## src/rtl/universal_register.sv

```systemverilog
// Parametrised multi-mode storage register: hold, load, shift, rotate,
// increment, decrement and clear, with registered carry/borrow and zero flags.
module universal_register #(
    parameter int          WIDTH       = 8,
    parameter logic [63:0] RESET_VALUE = 64'd0
) (
    input  logic             clk,
    input  logic             rst,
    input  logic             en,
    input  logic [2:0]       op,
    input  logic [WIDTH-1:0] d,
    input  logic             ser_in,
    output logic [WIDTH-1:0] q,
    output logic             carry,
    output logic             zero
);

    localparam logic [WIDTH-1:0] RESET_Q  = RESET_VALUE[WIDTH-1:0];
    localparam logic [WIDTH-1:0] ALL_ZERO = {WIDTH{1'b0}};
    localparam logic [WIDTH-1:0] ALL_ONE  = {WIDTH{1'b1}};
    localparam logic [WIDTH-1:0] ONE      = {{(WIDTH-1){1'b0}}, 1'b1};

    typedef enum logic [2:0] {
        OP_HOLD = 3'b000,
        OP_LOAD = 3'b001,
        OP_SHL  = 3'b010,
        OP_SHR  = 3'b011,
        OP_INC  = 3'b100,
        OP_DEC  = 3'b101,
        OP_ROL  = 3'b110,
        OP_CLR  = 3'b111
    } op_e;

    logic [WIDTH-1:0] q_r;
    logic [WIDTH-1:0] q_nxt_s;
    logic             carry_r;
    logic             carry_nxt_s;
    logic             zero_r;
    logic             zero_nxt_s;

    // Next-state selection; any unrecognised or disabled cycle falls back to hold.
    always_comb begin
        q_nxt_s     = q_r;
        carry_nxt_s = carry_r;
        if (en) begin
            case (op_e'(op))
                OP_HOLD: begin
                    q_nxt_s     = q_r;
                    carry_nxt_s = carry_r;
                end
                OP_LOAD: begin
                    q_nxt_s     = d;
                    carry_nxt_s = 1'b0;
                end
                OP_SHL: begin
                    q_nxt_s     = {q_r[WIDTH-2:0], ser_in};
                    carry_nxt_s = q_r[WIDTH-1];
                end
                OP_SHR: begin
                    q_nxt_s     = {ser_in, q_r[WIDTH-1:1]};
                    carry_nxt_s = q_r[0];
                end
                OP_INC: begin
                    q_nxt_s     = q_r + ONE;
                    carry_nxt_s = (q_r == ALL_ONE);
                end
                OP_DEC: begin
                    q_nxt_s     = q_r - ONE;
                    carry_nxt_s = (q_r == ALL_ZERO);
                end
                OP_ROL: begin
                    q_nxt_s     = {q_r[WIDTH-2:0], q_r[WIDTH-1]};
                    carry_nxt_s = q_r[WIDTH-1];
                end
                OP_CLR: begin
                    q_nxt_s     = ALL_ZERO;
                    carry_nxt_s = 1'b0;
                end
                default: begin
                    q_nxt_s     = q_r;
                    carry_nxt_s = carry_r;
                end
            endcase
        end else begin
            q_nxt_s     = q_r;
            carry_nxt_s = carry_r;
        end
        // Derived from the next value so the flag always matches q on the same cycle.
        zero_nxt_s = (q_nxt_s == ALL_ZERO);
    end

    // State register with asynchronous reset to the programmed value.
    always_ff @(posedge clk or posedge rst) begin
        if (rst) begin
            q_r     <= RESET_Q;
            carry_r <= 1'b0;
            zero_r  <= (RESET_Q == ALL_ZERO);
        end else begin
            q_r     <= q_nxt_s;
            carry_r <= carry_nxt_s;
            zero_r  <= zero_nxt_s;
        end
    end

    assign q     = q_r;
    assign carry = carry_r;
    assign zero  = zero_r;

endmodule

```

## config.mk

```make
export PLATFORM = sky130hd
export DESIGN_NAME = universal_register
export DESIGN_NICKNAME = d
export VERILOG_FILES = /design/src/rtl/universal_register.sv
export SDC_FILE = /design/constraint.sdc
export NUM_CORES = 1
export LEC_CHECK = 0
export BUFFER_PORTS_ARGS = -buffer_cell sky130_fd_sc_hd__buf_2
export CAP_MARGIN = 0
export CORE_UTILIZATION = 59
export CTS_CLUSTER_DIAMETER = 120
export DETAILED_ROUTE_END_ITERATION = 16
export GPL_TIMING_DRIVEN = 0
export MAX_ROUTING_LAYER = met4
export PLACE_DENSITY = 0.85
export SLEW_MARGIN = 20
export SYNTH_ARGS = -nofsm -noshare
export SYNTH_HDL_FRONTEND = slang
export SYNTH_SLANG_ARGS = --single-unit
```

## constraint.sdc

```tcl
create_clock -name clk -period 3.6 [get_ports clk]
set_input_delay 0.36 -clock clk [delete_from_list [all_inputs] [get_ports clk]]
set_output_delay 0.36 -clock clk [all_outputs]
set_load 0.01 [all_outputs]
```

==> impl_results.md <==
* CTS H-tree depth at 1
* Vias at 1434
* Period minus WS final at 2.60 ns
* Post-Syn Instances at 162
* Worst Tran Pin Value at 0.423 ns
* Via/cell ratio at 6.67
* # setup viols final at 0
* Outcome: completed
* Gr busiest metal: met2
* Nets@finish at 208
* Gpl congestion at 0.964
* Post-DP HPWL at 2770 µm
* Cts hold-fix bufs at 0
* Die width at 48.6 µm
* # DRC at 0
* CTS Buf Count at 3
* Pre-CTS WS at 0.793 ns
* Syn nets at 181
* Fillers at 173
* Max VDD drop at 0.383 mV
* Clock root buffer: clkbuf_4
* Largest fanout on the critical path at 9
* GRT Overall Usage at 0.357
* Met3 usage at 0.0409
* Multi-input combinational cell area at 900 µm²
* Worst setup SP type: flip-flop
* Synth cell count leaders: nand2_1 (13), o21ai_0 (13), a21oi_1 (12)
* Core area at 2000 µm²
* Total congestion overflow at 0
* Pins Over Slew Limit at 0
* WP data required at 3.78 ns
* Tcrit/Tclk final at 0.723
* Delay-heaviest family, CP: compound AO/OA/AOI/OAI gates
* Vias in the first global route at 1379
* Largest net degree at the start of global routing at 12
* Yosys cell types at 57
* Setup ws final at 0.998 ns
* Design Area, Final at 1460 µm²
* Hold WC Path Type: input port to async pin
* Endpoint class of the critical path: flip-flop
* Avg WL per Cell at 17.3 µm
* Fin util at 0.729
* Crit-path cells: ha_1 -> clkbuf_2 -> a31oi_1 -> a2bb2oi_2 -> a41oi_1 -> o22a_1 -> or4_1 -> nor4_2
* Antenna violation net count after detailed routing at 0
* Clock skew at 0.00590 ns
* RSZ-0062 raised after global routing: no
* Share of layout cells above drive strength 1 at 0.261
* Die area at 2360 µm²
* Ant. Diodes at 0
* #FFs+latches synth at 10
* Post_cts resized at 0
* Buf/Inv on CP at 1
* Top cell type's share of synthesized area at 0.176
* Mapped Avg Cell Area at 7.89 µm²
* Met2 Use GR at 0.603
* Slowest stage delay, CP at 0.56 ns
* First-pass DRT Iterations at 4
* Ys async rst share at 1.00
* Rows at 16
* Area growth from synthesis to layout at 14.1%
* Synth Flop Type: dfrtp_1
* Leakage at 0.621 nW
* TritonCTS Sinks at 10
* Post-CTS setup buffer count at 0
* Clock buffer depth at 2
* IO Pins at 25
* Power, Total at 0.585 mW
* Global-route met1 utilization at 0.416
* Worst slew margin at 0.718
* Worst EP arrival at 2.78 ns
* Iter 0 DRT Violations at 51
* Number of I/O port buffers at 22
* Worst reg-to-reg setup slack at 1.0 ns
* Synth warnings at 0
* Crit-path slowest cell: or4_1
* Placed Area at 1420 µm²
* P per Cell Area at 401 nW/µm²
* Synth Cell Area at 1280 µm²
* Initial Util at 0.639
* MaxCap Viol Count at 0
* Fin Setup TNS at 0 ns
* Fmax achieved at 384 MHz
* Final wirelength at 3710 µm
* TritonCTS clock tree: done
* Insertion delay to the later sink of the worst-skew pair at 0.26 ns
* Initial antenna violation count at 0
* Area leader, netlist: dfrtp_1
* Clk slew on worst S/H paths at 0.06 ns
* Hold Violations, Final at 0
* Kind of critical path: flip-flop to flip-flop
* First-pass GRT wire length at 6300 µm
* Seq/Total Area, Yosys at 0.197
* Die Height at 48.6 µm
* Synth area leaders: dfrtp_1 (18%), o21ai_0 (5.1%), a21oi_1 (4.7%), ha_1 (3.9%), nand2_1 (3.8%)
* Seq. cell area at 251 µm²
* Number of synthesized flops with an enable pin at 0
==> worst register-to-register path, cell delays in order, from the launching register on <==
cell and delay (ns):
dfrtp_1 0.49, ha_1 0.34, clkbuf_2 0.18, a31oi_1 0.24, a2bb2oi_2 0.19, a41oi_1 0.13
o22a_1 0.25, or4_1 0.56, nor4_2 0.15
==> per-stage QoR <==
step	hold slack [ns]	cells
floorplan	0.199	162
global placement	0.329	211
detailed placement	0.345	211
CTS	0.0572	215
global route	0.0962	215
finish	0.0631	215
==> final cells by class <==
class,instances,area share
multi-input combinational,130,0.617
sequential,10,0.172
clock buffer,4,0.0249
tap,27,0.0232
timing repair buffer,22,0.0755
buffer,13,0.0609
inverter,9,0.0266
==> state kept, by name (all words and copies together) (netlist names) <==
name   flops
carry      1
zero       1
q          8
==> final timing paths <==
check,startpoint,end,cells after the start
min,rst,q[6]$_DFF_PP0_,2
max,q[3]$_DFF_PP0_,zero$_DFF_PP1_,8
max reg2reg,q[3]$_DFF_PP0_,zero$_DFF_PP1_,8
min reg2reg,carry$_DFFE_PP0P_,carry$_DFFE_PP0P_,1
max in group asynchronous,rst,zero$_DFF_PP1_,2
min in group clk,d[4],q[4]$_DFF_PP0_,4
==> report_power, final <==
group | switching [mW] | internal, mW
Sequential | 0.0431 | 0.135
Combinational | 0.180 | 0.130
Clock | 0.0361 | 0.0613
==> layout by cell type, fill, tap and decap left out, types with 3 or more instances in the layout <==
| cell | instances |
|---|---|
| o21ai_0 | 13 |
| nand3_1 | 6 |
| o211ai_1 | 5 |
| o21a_1 | 3 |
| mux2i_1 | 4 |
| buf_2 | 26 |
| buf_6 | 3 |
| buf_4 | 3 |
| nand2b_1 | 4 |
| nand2_1 | 13 |
| nor3_1 | 4 |
| nor2b_1 | 3 |
| ha_1 | 4 |
| dfrtp_1 | 9 |
| nor4_1 | 6 |
| nand4_1 | 3 |
| a21oi_1 | 12 |
| clkbuf_4 | 3 |
| a31oi_1 | 3 |
| inv_1 | 8 |
| nor2_1 | 9 |
==> logic make-up (layout without fill, tap and decap cells) <==
logic type                 after synthesis  in the layout  share of synthesized area
AOI/OAI and AO/OA                       59             59                      0.334
and+or+nand+nor                         58             58                      0.259
buffers and inverters                   22             48                     0.0998
DFF                                     10             10                      0.197
muxes                                    7              7                     0.0577
adders and majority gates                4              4                     0.0391
xor gates and xnor gates                 2              2                     0.0137
==> metal layers <==
layer / vias up / share of wire
met5: - / 0
met2: 73 / 0.49
li1: 671 / -
met3: 14 / 0.075
met4: 0 / 0.030
met1: 676 / 0.41
Note: power is estimated with default switching activity, not from simulation.
